===== src/rtl/vga_pkg.sv =====
// rtl/vga_pkg.sv - shared timing defaults, colour mode and pixel types for the VGA scan-out
package vga_pkg;

  localparam int VGA_H_ACTIVE = 640;
  localparam int VGA_H_FP     = 16;
  localparam int VGA_H_SYNC   = 96;
  localparam int VGA_H_BP     = 48;
  localparam int VGA_V_ACTIVE = 480;
  localparam int VGA_V_FP     = 10;
  localparam int VGA_V_SYNC   = 2;
  localparam int VGA_V_BP     = 33;
  localparam int VGA_PIX_W    = 4;

  typedef enum logic {
    CM_GRAY = 1'b0,
    CM_RGB  = 1'b1
  } color_mode_e;

  typedef struct packed {
    logic [VGA_PIX_W-1:0] r;
    logic [VGA_PIX_W-1:0] g;
    logic [VGA_PIX_W-1:0] b;
  } rgb_t;

  // Shift amount for an upscale factor; only 1, 2 and 4 are meaningful.
  function automatic int scale_shift(input int scale);
    return (scale == 4) ? 2 : (scale == 2) ? 1 : 0;
  endfunction

endpackage


===== src/rtl/vga_delay_line.sv =====
// rtl/vga_delay_line.sv - fixed-depth shift register aligning control flags with pixel data
module vga_delay_line #(
  parameter int              DEPTH     = 1,
  parameter int              WIDTH     = 1,
  parameter logic [WIDTH-1:0] RESET_VAL = '0
) (
  input  logic             clk24,
  input  logic             rst_n,
  input  logic [WIDTH-1:0] din,
  output logic [WIDTH-1:0] dout
);

  logic [WIDTH-1:0] stage [DEPTH];

  // Shift din through DEPTH stages; reset parks every stage at the idle value.
  always_ff @(posedge clk24 or negedge rst_n) begin
    if (!rst_n) begin
      for (int i = 0; i < DEPTH; i++) stage[i] <= RESET_VAL;
    end else begin
      stage[0] <= din;
      for (int i = 1; i < DEPTH; i++) stage[i] <= stage[i-1];
    end
  end

  assign dout = stage[DEPTH-1];

endmodule


===== src/rtl/vga_scan_out.sv =====
// rtl/vga_scan_out.sv - VGA timing, upscaled frame-buffer addressing and pixel output
module vga_scan_out
  import vga_pkg::*;
#(
  parameter int   H_ACTIVE     = VGA_H_ACTIVE,
  parameter int   H_FP         = VGA_H_FP,
  parameter int   H_SYNC       = VGA_H_SYNC,
  parameter int   H_BP         = VGA_H_BP,
  parameter int   V_ACTIVE     = VGA_V_ACTIVE,
  parameter int   V_FP         = VGA_V_FP,
  parameter int   V_SYNC       = VGA_V_SYNC,
  parameter int   V_BP         = VGA_V_BP,
  parameter logic HSYNC_ACTIVE = 1'b0,
  parameter logic VSYNC_ACTIVE = 1'b0,
  parameter int   PIX_W        = VGA_PIX_W,
  parameter int   SCALE        = 1,
  parameter int   RD_LAT       = 1,
  parameter int   FB_AW        = 19,
  parameter int   OVL_SIZE     = 32
) (
  input  logic               clk24,
  input  logic               rst_n,
  input  logic [3*PIX_W-1:0] fb_pixel,
  input  logic               color_mode,
  input  logic               ovl_en,
  input  logic [3*PIX_W-1:0] ovl_color,
  output logic [FB_AW-1:0]   fb_addr,
  output logic               fb_rd,
  output logic [PIX_W-1:0]   vga_red,
  output logic [PIX_W-1:0]   vga_green,
  output logic [PIX_W-1:0]   vga_blue,
  output logic               vga_hsync,
  output logic               vga_vsync,
  output logic               frame_start
);

  localparam int H_TOTAL   = H_ACTIVE + H_FP + H_SYNC + H_BP;
  localparam int V_TOTAL   = V_ACTIVE + V_FP + V_SYNC + V_BP;
  localparam int HW        = $clog2(H_TOTAL + 1);
  localparam int VW        = $clog2(V_TOTAL + 1);
  localparam int SH        = scale_shift(SCALE);
  localparam int FB_W      = H_ACTIVE / SCALE;
  localparam int LAT_TOTAL = RD_LAT + 2;

  localparam logic [HW-1:0]    H_LAST  = HW'(H_TOTAL - 1);
  localparam logic [VW-1:0]    V_LAST  = VW'(V_TOTAL - 1);
  localparam logic [FB_AW-1:0] FB_W_A  = FB_AW'(FB_W);

  if (!(SCALE == 1 || SCALE == 2 || SCALE == 4)) begin : g_bad_scale
    $error("vga_scan_out: SCALE must be 1, 2 or 4");
  end
  if (RD_LAT < 1 || RD_LAT > 4) begin : g_bad_lat
    $error("vga_scan_out: RD_LAT must be within 1..4");
  end
  if ((H_ACTIVE % SCALE) != 0 || (V_ACTIVE % SCALE) != 0) begin : g_bad_div
    $error("vga_scan_out: active size not divisible by SCALE");
  end
  if (longint'(FB_W) * longint'(V_ACTIVE / SCALE) > (longint'(1) << FB_AW)) begin : g_bad_aw
    $error("vga_scan_out: frame buffer does not fit in FB_AW bits");
  end

  logic [HW-1:0]      h;
  logic [VW-1:0]      v;
  logic [FB_AW-1:0]   row_base;
  logic               active;
  logic               frame_end;
  logic               last_sub_line;
  color_mode_e        cm_sh;
  logic               ovl_en_sh;
  logic [3*PIX_W-1:0] ovl_color_sh;
  logic               hs_flag;
  logic               vs_flag;
  logic               fs_flag;
  logic               ovl_hit;
  logic [2:0]         sync_q;
  logic [1:0]         pix_flag_q;

  assign active        = (int'(h) < H_ACTIVE) && (int'(v) < V_ACTIVE);
  assign frame_end     = (h == H_LAST) && (v == V_LAST);
  assign last_sub_line = (int'(v) % SCALE) == (SCALE - 1);

  assign hs_flag = (int'(h) >= H_ACTIVE + H_FP && int'(h) < H_ACTIVE + H_FP + H_SYNC)
                   ? HSYNC_ACTIVE : ~HSYNC_ACTIVE;
  assign vs_flag = (int'(v) >= V_ACTIVE + V_FP && int'(v) < V_ACTIVE + V_FP + V_SYNC)
                   ? VSYNC_ACTIVE : ~VSYNC_ACTIVE;
  assign fs_flag = (h == '0) && (v == '0);
  assign ovl_hit = ovl_en_sh && (int'(h) < OVL_SIZE) && (int'(v) < OVL_SIZE);

  // Raster counters; the row base steps once per SCALE active lines so no multiply is needed.
  always_ff @(posedge clk24 or negedge rst_n) begin
    if (!rst_n) begin
      h        <= '0;
      v        <= '0;
      row_base <= '0;
    end else if (h == H_LAST) begin
      h <= '0;
      if (v == V_LAST) begin
        v        <= '0;
        row_base <= '0;
      end else begin
        v <= v + VW'(1);
        if (int'(v) < V_ACTIVE && last_sub_line) row_base <= row_base + FB_W_A;
      end
    end else begin
      h <= h + HW'(1);
    end
  end

  // Registered read request for the current raster position.
  always_ff @(posedge clk24 or negedge rst_n) begin
    if (!rst_n) begin
      fb_addr <= '0;
      fb_rd   <= 1'b0;
    end else begin
      fb_rd   <= active;
      fb_addr <= active ? row_base + FB_AW'(h >> SH) : '0;
    end
  end

  // Controls only change as the raster wraps, so a frame is always drawn with one setting.
  always_ff @(posedge clk24 or negedge rst_n) begin
    if (!rst_n) begin
      cm_sh        <= CM_GRAY;
      ovl_en_sh    <= 1'b0;
      ovl_color_sh <= '0;
    end else if (frame_end) begin
      cm_sh        <= color_mode_e'(color_mode);
      ovl_en_sh    <= ovl_en;
      ovl_color_sh <= ovl_color;
    end
  end

  vga_delay_line #(
    .DEPTH     (LAT_TOTAL),
    .WIDTH     (3),
    .RESET_VAL ({~HSYNC_ACTIVE, ~VSYNC_ACTIVE, 1'b0})
  ) u_sync_dly (
    .clk24 (clk24),
    .rst_n (rst_n),
    .din   ({hs_flag, vs_flag, fs_flag}),
    .dout  (sync_q)
  );

  // One stage shorter: the pixel output register supplies the last stage.
  vga_delay_line #(
    .DEPTH     (LAT_TOTAL - 1),
    .WIDTH     (2),
    .RESET_VAL (2'b10)
  ) u_pix_dly (
    .clk24 (clk24),
    .rst_n (rst_n),
    .din   ({~active, ovl_hit}),
    .dout  (pix_flag_q)
  );

  assign vga_hsync   = sync_q[2];
  assign vga_vsync   = sync_q[1];
  assign frame_start = sync_q[0];

  // Pixel output: blank beats overlay beats frame-buffer data.
  always_ff @(posedge clk24 or negedge rst_n) begin
    if (!rst_n) begin
      {vga_red, vga_green, vga_blue} <= '0;
    end else if (pix_flag_q[1]) begin
      {vga_red, vga_green, vga_blue} <= '0;
    end else if (pix_flag_q[0]) begin
      {vga_red, vga_green, vga_blue} <= ovl_color_sh;
    end else if (cm_sh == CM_RGB) begin
      {vga_red, vga_green, vga_blue} <= fb_pixel;
    end else begin
      {vga_red, vga_green, vga_blue} <= {3{fb_pixel[PIX_W-1:0]}};
    end
  end

endmodule


===== config.mk =====
export PLATFORM = sky130hd
export DESIGN_NAME = vga_scan_out
export DESIGN_NICKNAME = d
export VERILOG_FILES = /design/src/rtl/vga_pkg.sv /design/src/rtl/vga_delay_line.sv /design/src/rtl/vga_scan_out.sv
export SDC_FILE = /design/constraint.sdc
export NUM_CORES = 1
export LEC_CHECK = 0
export CORE_MARGIN = 2
export CORE_UTILIZATION = 45
export CTS_CLUSTER_DIAMETER = 60
export CTS_CLUSTER_SIZE = 28
export DETAILED_ROUTE_END_ITERATION = 8
export DONT_BUFFER_PORTS = 1
export HOLD_SLACK_MARGIN = 0.05
export PLACE_DENSITY = 0.66
export SLEW_MARGIN = 20
export SYNTH_ARGS = -nofsm -noshare
export SYNTH_HDL_FRONTEND = slang
export SYNTH_SLANG_ARGS = --single-unit

===== constraint.sdc =====
create_clock -name clk24 -period 2.4 [get_ports clk24]
set_clock_uncertainty 0.15 [all_clocks]
set_input_delay 0.36 -clock clk24 [delete_from_list [all_inputs] [get_ports clk24]]
set_output_delay 0.36 -clock clk24 [all_outputs]
set_load 0.01 [all_outputs]

**After elaboration in Yosys (flattened, before gate mapping)**

Index checks and enable logic that the tools add are counted.

- Order comparisons: 8
- Reduce and logical (&&, ||, !) cells: 11
- $add $sub $neg: 4
- Eq/ne operators: 2
- Mux-type cells: 15
- Bitwise gates (word level): 1

Operator list:

| cell | count |
|---|---|
| $mux 19 | 3 |
| $mux 4 | 8 |
| $add 10x1->10 const B | 2 |
| $eq 10x10->1 const B | 2 |
| $logic_not 10->1 | 2 |
| $lt 10x10->1 const B | 2 |
| $lt 10x6->1 const B | 2 |
| $lt 10x9->1 const B | 2 |
| $mux 10 | 2 |
| $add 19x10->19 | 1 |
| $add 19x10->19 const B | 1 |
| $ge 10x10->1 const B | 1 |
| $ge 10x9->1 const B | 1 |
| $logic_and 1x1->1 | 7 |
| $mux 1 | 2 |
| $reduce_and 2->1 | 1 |
| $reduce_bool 2->1 | 1 |
| $not 1->1 | 1 |

- Word-level logic and storage cells: 57
- Bits in registers: 98
- Output and inout bits: 35
- Bits of input ports: 28

**Depth between registers and ports, before layout**

Gate-level depths: netlist of the first run.

- Depth after elaboration: 3
- Depth in mapped cells: 8

**Cells and area by module**

From an unflattened synthesis of the first run, not the netlist that was laid out.

- Cell total of the unflattened synthesis: 380
- Area, all modules: 4,202.8 um2

Modules (own cells, without submodules):

| module | cells each | area each (um2) | instances |
|---|---|---|---|
| vga_scan_out | 362 | 3,829.9 | 1 |
| vga_delay_line at u_sync_dly | 12 | 255.2 | 1 |
| vga_delay_line at u_pix_dly | 6 | 117.6 | 1 |

**Worst setup path after synthesis of the first run**

Ideal clock, no wire load.

- Kind: register -> register
- From: register v[5]
- To: register ovl_color_sh[10]
- Clock period less this slack: 1,964 ps
- Data required time: 2,125 ps
- Setup time: 125 ps
- Buffers on the path: 2
- Slack: 436 ps
- Cell stages (with the launch flop): 7
- Arrival time: 1,689 ps
- Cell sequence: dfrtp_1 -> buf_6 -> nor4_4 -> nand3_4 -> nor2_4 -> buf_12 -> mux2_4

- Longest elaborated chain between the ends: 2

Ends and longest elaborated chain:

| element | RTL line | source |
|---|---|---|
| start, declared | vga_scan_out.sv:63 | `logic [VW-1:0] v;` |
| start signal, assigned | vga_scan_out.sv:101 | `v <= v + VW'(1);` |
| $eq 10x10->1 | vga_scan_out.sv:79 | `assign frame_end = (h == H_LAST) && (v == V_LAST);` |
| $logic_and 1x1->1 | vga_scan_out.sv:79 |  |
| end signal, assigned | vga_scan_out.sv:129 | `ovl_color_sh <= ovl_color;` |
| end, declared | vga_scan_out.sv:70 | `logic [3*PIX_W-1:0] ovl_color_sh;` |

No other way between the ends.
A chain may end at the register's enable or synchronous reset.

**Final worst setup path of the first run**

- From: register h[1]
- To: register v[8]

- Longest elaborated chain between the ends: 1

Ends and longest elaborated chain:

| element | RTL line | source |
|---|---|---|
| start, declared | vga_scan_out.sv:62 | `logic [HW-1:0] h;` |
| start signal, assigned | vga_scan_out.sv:105 | `h <= h + HW'(1);` |
| $eq 10x10->1 | vga_scan_out.sv:95 | `end else if (h == H_LAST) begin` |

No other way between the ends.

==> results of run 1 <==
## worst max-delay path, cell delays in order (launching register included)
cell	delay [ps]
sky130_fd_sc_hd__dfrtp_1	420
sky130_fd_sc_hd__ha_1	240
sky130_fd_sc_hd__and4_1	290
sky130_fd_sc_hd__nand3_1	180
sky130_fd_sc_hd__buf_4	240
sky130_fd_sc_hd__o41ai_1	360
sky130_fd_sc_hd__o41ai_1	130
## cell usage in the layout (no fill, tap or decap), types with 9 or more instances in the layout
cell	n
sky130_fd_sc_hd__nand2_1	11
sky130_fd_sc_hd__nand3_1	16
sky130_fd_sc_hd__o21ai_0	17
sky130_fd_sc_hd__or3_1	9
sky130_fd_sc_hd__and3_1	9
sky130_fd_sc_hd__nor3_1	12
sky130_fd_sc_hd__clkbuf_8	9
sky130_fd_sc_hd__nor2b_1	12
sky130_fd_sc_hd__a21oi_1	22
sky130_fd_sc_hd__ha_1	10
sky130_fd_sc_hd__nor2_1	18
sky130_fd_sc_hd__or4_1	13
sky130_fd_sc_hd__dlygate4sd3_1	18
sky130_fd_sc_hd__o31ai_1	12
sky130_fd_sc_hd__dfrtp_1	83
## cells in the mapped netlist, types with 8 or more instances
library cell / instances / area [um2]
sky130_fd_sc_hd__nand3_1: 16 / 80.08
sky130_fd_sc_hd__dfrtp_1: 83 / 2077
sky130_fd_sc_hd__nor3_1: 12 / 60.06
sky130_fd_sc_hd__or3_1: 9 / 56.30
sky130_fd_sc_hd__inv_1: 8 / 30.03
sky130_fd_sc_hd__or4_1: 13 / 97.59
sky130_fd_sc_hd__ha_1: 10 / 125.1
sky130_fd_sc_hd__o21ai_0: 17 / 85.08
sky130_fd_sc_hd__dfstp_2: 8 / 210.2
sky130_fd_sc_hd__nor2_1: 18 / 67.56
sky130_fd_sc_hd__nand2_1: 11 / 41.29
sky130_fd_sc_hd__nor2b_1: 12 / 75.07
sky130_fd_sc_hd__o31ai_1: 12 / 90.09
sky130_fd_sc_hd__xor2_1: 8 / 70.07
sky130_fd_sc_hd__a211oi_1: 8 / 60.06
sky130_fd_sc_hd__and3_1: 9 / 56.30
sky130_fd_sc_hd__a21oi_1: 22 / 110.1
## layer usage
layer  GRT usage [%]  share of wire [%]  up-vias
li1                -                  -     1370
met1           24.59                 47     1393
met3           4.022                4.7        5
met5               0                  0        -
met4           4.742               0.83        0
met2           25.64                 48       70
## kinds of logic (layout without fill, tap and decap cells)
kind of cell,after synthesis,in the layout,synth area share (%)
other cells,1,1,0.08915
compound gates,74,74,11.39
xor+xnor,15,15,3.123
fa+ha+maj,10,10,2.974
buf+inv,28,51,3.985
mux,20,20,5.800
flops,91,91,54.37
simple gates,127,127,18.26
## final cells by class
type	instances	share of cell area, %
Multi-Input combinational cell	247	37.67
Inverter	8	0.6426
Clock buffer	9	2.651
Tap cell	111	2.972
Timing Repair Buffer	27	5.569
Clock inverter	7	1.553
Sequential cell	91	48.94
## path summary, 6_finish.rpt
kind	slack [ps]	to	startpoint	cells after the start
max	260	v[8]	h[1]	6
min	-460	fb_addr[15]	rst_n	0
max reg2reg	260	v[8]	h[1]	6
min reg2reg	210	u_sync_dly.dout[2]	u_sync_dly.stage[5]	0
max in group asynchronous	2330	u_sync_dly.stage[8]	rst_n	0
min in group clk24	100	vga_red[2]	fb_pixel[10]	2
## stage by stage
stage	cell area (um2)	hold WS, ps
after global routing	4673	-489.0
final	4673	-457.7
after floorplan	4207	-85.59
after global placement	4288	-80.47
after detailed placement	4288	-81.51
after CTS	4664	-488.7
## flip-flops by register name (all words and copies together), names as in the netlist
signal and cells:
ovl_en_sh 1, u_pix_dly.dout 2, h 10, u_sync_dly.stage 6, vga_green 4, fb_rd 1, row_base 12, u_pix_dly.stage 2
v 10, cm_sh 1, fb_addr 19, u_sync_dly.dout 3, vga_red 4, vga_blue 4, ovl_color_sh 12
## power breakdown
part / leakage (nW) / total, W / switching (W) / internal, W
registers: 1.18 / 0.00155 / 0.0000106 / 0.00154
logic: 0.764 / 0.0000416 / 0.0000131 / 0.0000285
clock network: 0.0966 / 0.00100 / 0.000597 / 0.000406
## timing repair
item | in CTS | in global routing
endpoints found under the setup margin | 0 | 1
resized for setup | 0 | 1
hold endpoints to repair | 109 | 91
==> out/qor.log, run 1 <==
INFO  status         result_of_the_run=finished with violations
INFO  status         violated_checks=negative hold slack
INFO  place          dp_hpwl=5473um
INFO  worst_hold_path min_path_type=input port to asynchronous set/reset pin
INFO  timing         tightest_slew=709.6ps
INFO  pwr            power.static_leakage=2.045nW
INFO  global_routing first_global_vias=2674
INFO  drt            post-route-drc-count=0
INFO  timing         final-max-slew-violation-count=0
INFO  clock_tree     cts_max_level=3
INFO  final_layout   final-instance-count-excl-fill=500
INFO  clock_tree     number_of_clock_sinks=91
INFO  clock_tree     post-cts-setup-buffers=0
INFO  drt            drt-total-wl=8164um
INFO  timing         finalSetupViolCount=0
INFO  timing         setup_tns=0ps
INFO  global_routing gr_overflow_total=0
INFO  final_layout   fill_cells=810
INFO  drt            detail_route.wl_per_cell=16.33um
INFO  floorplan      num_io_pins=63
INFO  synthesis      synth-async-reset-ratio=100.0%
INFO  synthesis      postSynthNetCount=404
INFO  critical_path  worst-endpoint-arrival=2220ps
INFO  floorplan      die-area=10140um2
INFO  critical_path  worst_path_required=2480ps
INFO  timing         timing.fmax=0.4682GHz
INFO  clock_tree     ctsRootBufferMaster=sky130_fd_sc_hd__clkbuf_8
INFO  clock_tree     path_clk_slew=100ps
INFO  clock_tree     cts_made_buffers=9
INFO  timing         finalHoldViolations=91
INFO  place          post-place-ws=171.9ps
INFO  synthesis      synth.yosys.warnings=0
INFO  synthesis      mappedNetlistArea=4207um2
INFO  timing         slew_headroom=52.19%
INFO  synthesis      synth_area_per_cell=11.49um2
INFO  synthesis      ys_types=51
INFO  drt            vias_per_cell=5.676
INFO  pwr            design_power_total=0.002599W
INFO  clock_tree     clock_latency_late_sink=360ps
INFO  final_layout   postLayoutCoreUtil=51.06%
INFO  pwr            ir_drop=0.3119mV
INFO  critical_path  critical_path_class=flop to flop
INFO  timing         timing.final.ws_setup=264.0ps
INFO  critical_path  cp_max_fo=11
INFO  critical_path  crit_path_start_kind=flop
INFO  final_layout   layout.area.seq=2287um2
INFO  floorplan      initial_utilization=45.96%
INFO  synthesis      synthFlopType=sky130_fd_sc_hd__dfrtp_1
INFO  place          placed_cells_incl_taps=466
INFO  place          io_buffers=0
INFO  critical_path  crit_path_end_kind=flop
INFO  drt            final_antenna_net_count=0
INFO  synthesis      synth_seq_area_share=54.37%
INFO  drt            firstDrtPassIters=4
INFO  timing         fin_crit=2136ps
INFO  floorplan      die-height=100.7um
INFO  final_layout   multiInputGateArea=1760um2
INFO  flow_run       cap_viol_max_count=0
INFO  pwr            power_density=556.2nW/um2
INFO  drt            via_count=2838
INFO  final_layout   final_antenna_diode_count=0
INFO  floorplan      dieWidth=100.7um
INFO  clock_tree     ctsLongestPathBuffers=2
INFO  floorplan      design.core.area=9153um2
INFO  global_routing grt_max_degree=92
INFO  final_layout   area.growth.synth_to_final=11.09%
INFO  drt            detailedRoute.firstIterationViolations=192
INFO  clock_tree     cts-hold-fix-buffers=18
INFO  final_layout   nets=422
INFO  floorplan      num_rows=35
INFO  synthesis      postSynthRegisterBits=91
INFO  global_routing grt_usage=17.00%
INFO  timing         rsz_0062_raised_after_global_routing=no
INFO  timing         period_utilisation_layout=89.00%
INFO  timing         final.hold.worst_slack=-457.7ps
INFO  synthesis      synth-edff-count=0
INFO  final_layout   post_route_cells_drive_above_1_share=13.88%
INFO  global_routing grt_antenna_before_repair=0
INFO  synthesis      syn-instance-count=366
INFO  clock_tree     cts_tree=built
INFO  place          place.gp.congestion=0.8086
INFO  global_routing grt_pass1_wl=13590um
Power figures use the tool's default switching activity.
==> run 2: changes to the inputs <==
- SYNTH_HIERARCHICAL: not set -> 1
==> out/qor.log, run 2 <==
INFO  status         result_of_the_run=finished with violations
INFO  place          io_buffers=0 [unchanged]
INFO  drt            via_count=2899 [+2.1%]
INFO  critical_path  crit_chain=ha_1 > and4_2 > nand4_4 > or4_1 > a21oi_1
INFO  synthesis      post-synth-top-area-cell=sky130_fd_sc_hd__dfrtp_1
INFO  synthesis      synth-xor-area-share=3.751% [+0.63 points]
INFO  timing         finalHoldViolations=91 [unchanged]
INFO  final_layout   mostFrequentLayoutCell=sky130_fd_sc_hd__dfrtp_1
INFO  timing         fin_crit=2149ps [+13.35 ps]
INFO  critical_path  timing.rr.start=h[0]
INFO  synthesis      mappedNetlistArea=4203um2 [about the same]
INFO  final_layout   nets=437 [+3.6%]
INFO  timing         finalSetupViolCount=0 [unchanged]
INFO  synthesis      synthFlopType=sky130_fd_sc_hd__dfrtp_1
INFO  status         violated_checks=negative hold slack
INFO  floorplan      num_io_pins=63 [unchanged]
INFO  critical_path  crit_path_start_kind=flop
INFO  floorplan      die-area=10130um2 [about the same]
INFO  final_layout   area.growth.synth_to_final=11.49%
INFO  global_routing grt_pass1_wl=13800um [+1.5%]
INFO  timing         slew_headroom=58.72% [+6.5 points]
INFO  final_layout   mostFrequentLayoutCells=83 x sky130_fd_sc_hd__dfrtp_1, 25 x sky130_fd_sc_hd__a21oi_1, 21 x sky130_fd_sc_hd__nor2_1
INFO  critical_path  crit_path_top_delay_cell=sky130_fd_sc_hd__or4_1
INFO  global_routing grt_max_degree=92 [unchanged]
INFO  floorplan      initial_utilization=45.92% [about the same]
INFO  floorplan      dieWidth=100.6um [about the same]
INFO  final_layout   largest_register_ff_count=19 [unchanged]
INFO  critical_path  setup.reg_to_reg.worst_slack=250ps [about the same]
INFO  synthesis      synthAdderAreaFrac=2.977% [about the same]
INFO  timing         timing.fmax=0.4653GHz [-0.62%]
INFO  drt            detailedRoute.firstIterationViolations=159 [-17%]
INFO  synthesis      synth-async-reset-ratio=100.0% [unchanged]
INFO  timing         final-max-slew-violation-count=0 [unchanged]
INFO  final_layout   regMostFlops=fb_addr
INFO  clock_tree     number_of_clock_sinks=91 [unchanged]
INFO  synthesis      synth-edff-count=0 [unchanged]
INFO  critical_path  worstReg2RegEnd=row_base[12]
INFO  synthesis      synth.yosys.warnings=6 [+6]
INFO  clock_tree     cts-hold-fix-buffers=18 [unchanged]
INFO  timing         tightest_slew=619.1ps [-90.49 ps]
INFO  pwr            power_density=545.3nW/um2 [-2.0%]
INFO  drt            post-route-drc-count=0 [unchanged]
INFO  place          place.gp.congestion=0.8131 [+0.56%]
INFO  final_layout   final-instance-count-excl-fill=515 [+3.0%]
INFO  critical_path  critical_path_class=flop to flop
INFO  synthesis      syn-instance-count=380 [+3.8%]
INFO  synthesis      synth_area_per_cell=11.06um2 [-3.8%]
INFO  synthesis      postSynthRegisterBits=91 [unchanged]
INFO  final_layout   multiInputGateArea=1762um2 [about the same]
INFO  place          dp_hpwl=5546um [+1.3%]
INFO  floorplan      die-height=100.6um [about the same]
INFO  critical_path  worst_path_required=2530ps [+50 ps]
INFO  critical_path  cp_max_fo=14 [+3]
INFO  clock_tree     cts_tree=built
INFO  synthesis      main_combinational_cell_family_by_area_after_synthesis=simple AND/OR/NAND/NOR gates
INFO  global_routing gr_overflow_total=0 [unchanged]
INFO  place          placed_cells_incl_taps=481 [+3.2%]
INFO  drt            detail_route.wl_per_cell=15.90um [-2.6%]
INFO  final_layout   final_antenna_diode_count=0 [unchanged]
INFO  flow_run       cap_viol_max_count=0 [unchanged]
INFO  drt            final_antenna_net_count=0 [unchanged]
INFO  drt            drt-total-wl=8191um [+0.33%]
INFO  floorplan      design.core.area=9153um2 [unchanged]
INFO  final_layout   post_route_cells_drive_above_1_share=14.11% [+0.23 points]
INFO  clock_tree     path_clk_slew=90ps [about the same]
INFO  worst_hold_path min_path_type=input port to asynchronous set/reset pin
INFO  clock_tree     post-cts-setup-buffers=0 [unchanged]
INFO  synthesis      postSynthNetCount=418 [+3.5%]
INFO  clock_tree     ctsLongestPathBuffers=2 [unchanged]
INFO  synthesis      synth_simple_gate_area_share=19.23% [+0.97 points]
INFO  pwr            ir_drop=0.2235mV [-28%]
INFO  synthesis      synth.mux.area_fraction=5.180% [-0.62 points]
INFO  clock_tree     cts_max_level=3 [unchanged]
INFO  clock_tree     cts_made_buffers=9 [unchanged]
INFO  global_routing grt_usage=17.21% [+0.21 points]
INFO  synthesis      ys_top_cells_by_area=sky130_fd_sc_hd__dfrtp_1 49%, sky130_fd_sc_hd__dfstp_2 5.0%, sky130_fd_sc_hd__a21oi_1 3.0%
INFO  global_routing first_global_vias=2890 [+8.1%]
INFO  final_layout   layout.area.seq=2287um2 [unchanged]
INFO  synthesis      synth.most_common_cell=sky130_fd_sc_hd__dfrtp_1
INFO  clock_tree     ctsRootBufferMaster=sky130_fd_sc_hd__clkbuf_8
INFO  clock_tree     clock_latency_late_sink=360ps [about the same]
INFO  synthesis      ys_types=49 [-3.9%]
INFO  synthesis      yosys.area.top_type_share=49.42% [about the same]
INFO  final_layout   reg_top3=fb_addr (19), ovl_color_sh (12), row_base (12)
INFO  timing         rsz_0062_raised_after_global_routing=no
INFO  global_routing grt_antenna_before_repair=0 [unchanged]
INFO  timing         setup_tns=0ps [unchanged]
INFO  timing         final.hold.worst_slack=-466.9ps [-9.127 ps]
INFO  floorplan      num_rows=35 [unchanged]
INFO  critical_path  worst_r2r_path_depth=5 [-1]
INFO  critical_path  cp_slowest_stage_delay=530ps [+110 ps]
INFO  synthesis      synth_seq_area_share=54.42% [about the same]
INFO  final_layout   fill_cells=808 [-0.25%]
INFO  timing         period_utilisation_layout=89.55% [+0.56 points]
INFO  pwr            power.static_leakage=2.002nW [-2.1%]
INFO  drt            vias_per_cell=5.629 [-0.83%]
INFO  critical_path  worst-endpoint-arrival=2280ps [+60 ps]
INFO  drt            firstDrtPassIters=4 [unchanged]
INFO  critical_path  crit_path_end_kind=flop
INFO  synthesis      ys_top_cells_by_count=83 x sky130_fd_sc_hd__dfrtp_1, 25 x sky130_fd_sc_hd__a21oi_1, 21 x sky130_fd_sc_hd__nor2_1
INFO  synthesis      synthesized_area_fraction_occupied_by_ao_oa_aoi_and_oai_cells=10.45% [-0.94 points]
[run 2: per-layer routing]
metal / up-vias / GRT usage (%) / part of all wire [%]
met4: 0 / 6.006 / 1.5
met1: 1420 / 22.64 / 46
li1: 1393 / - / -
met2: 74 / 27.54 / 47
met5: - / 0 / 0
met3: 12 / 4.577 / 5.1
[run 2: metrics by stage]
stage          power [W]  hold slack [ps]  instance area, um2  worst slack [ps]  util [%]
2_1_floorplan   0.001635           -85.59                4203             322.7         -
3_3_place_gp    0.001639           -82.58                4328             233.7     47.29
3_5_place_dp    0.001642           -83.06                4328             107.7     47.29
4_1_cts         0.002584           -485.0                4676             80.97     51.09
5_1_grt         0.002660           -501.8                4686             64.56     51.20
6_report        0.002555           -466.9                4686             250.7     51.20
[run 2: repair_timing]
item / in CTS / in global routing
endpoints found under the hold margin: 109 / 91
endpoints found under the setup margin: 0 / 7
resized for setup: 0 / 2
[run 2: worst max-delay path by stage]
stage	startpoint	endpoint	slack [ps]	depth (start not counted)
global placement	h[1]	row_base[18]	230	5
global route	h[1]	row_base[18]	60	5
detailed placement	h[0]	row_base[12]	110	5
CTS	h[0]	row_base[12]	80	5
floorplan	h[0]	ovl_color_sh[3]	320	8
finish	h[0]	row_base[12]	250	5
[run 2: report_power, final]
group	switching (W)	internal (W)
sequential	0.0000211	0.00156
clock	0.000540	0.000379
combinational	0.0000175	0.0000387
[run 2: critical path: cells and delay by family (launching register included)]
family / cells / cell delay, ps
compound gates: 1 / 180
fa+ha+maj: 1 / 230
flops: 1 / 420
simple gates: 3 / 1110
[run 2: cell families after synthesis]
group	count (synthesis)
AND/OR/NAND/NOR	137
flip-flops	91
AO/OA/AOI/OAI	69
buffers and inverters	34
multiplexers	20
XOR/XNOR	18
adder cells (fa/ha/maj)	10
other	1
[run 2: cell type report]
cell class | count | area share [%]
clock buffers | 10 | 2.724
clock inverters | 6 | 0.8545
inverters | 8 | 0.6409
multi-input cells | 255 | 37.60
flip-flops and latches | 91 | 48.81
well taps | 111 | 2.964
repair buffers | 34 | 6.409
==> run 3: changes to the inputs <==
- CAP_MARGIN: not set -> 20
==> results of run 3 <==
The final DEF is identical to that of run 2; final timing and power are the same.
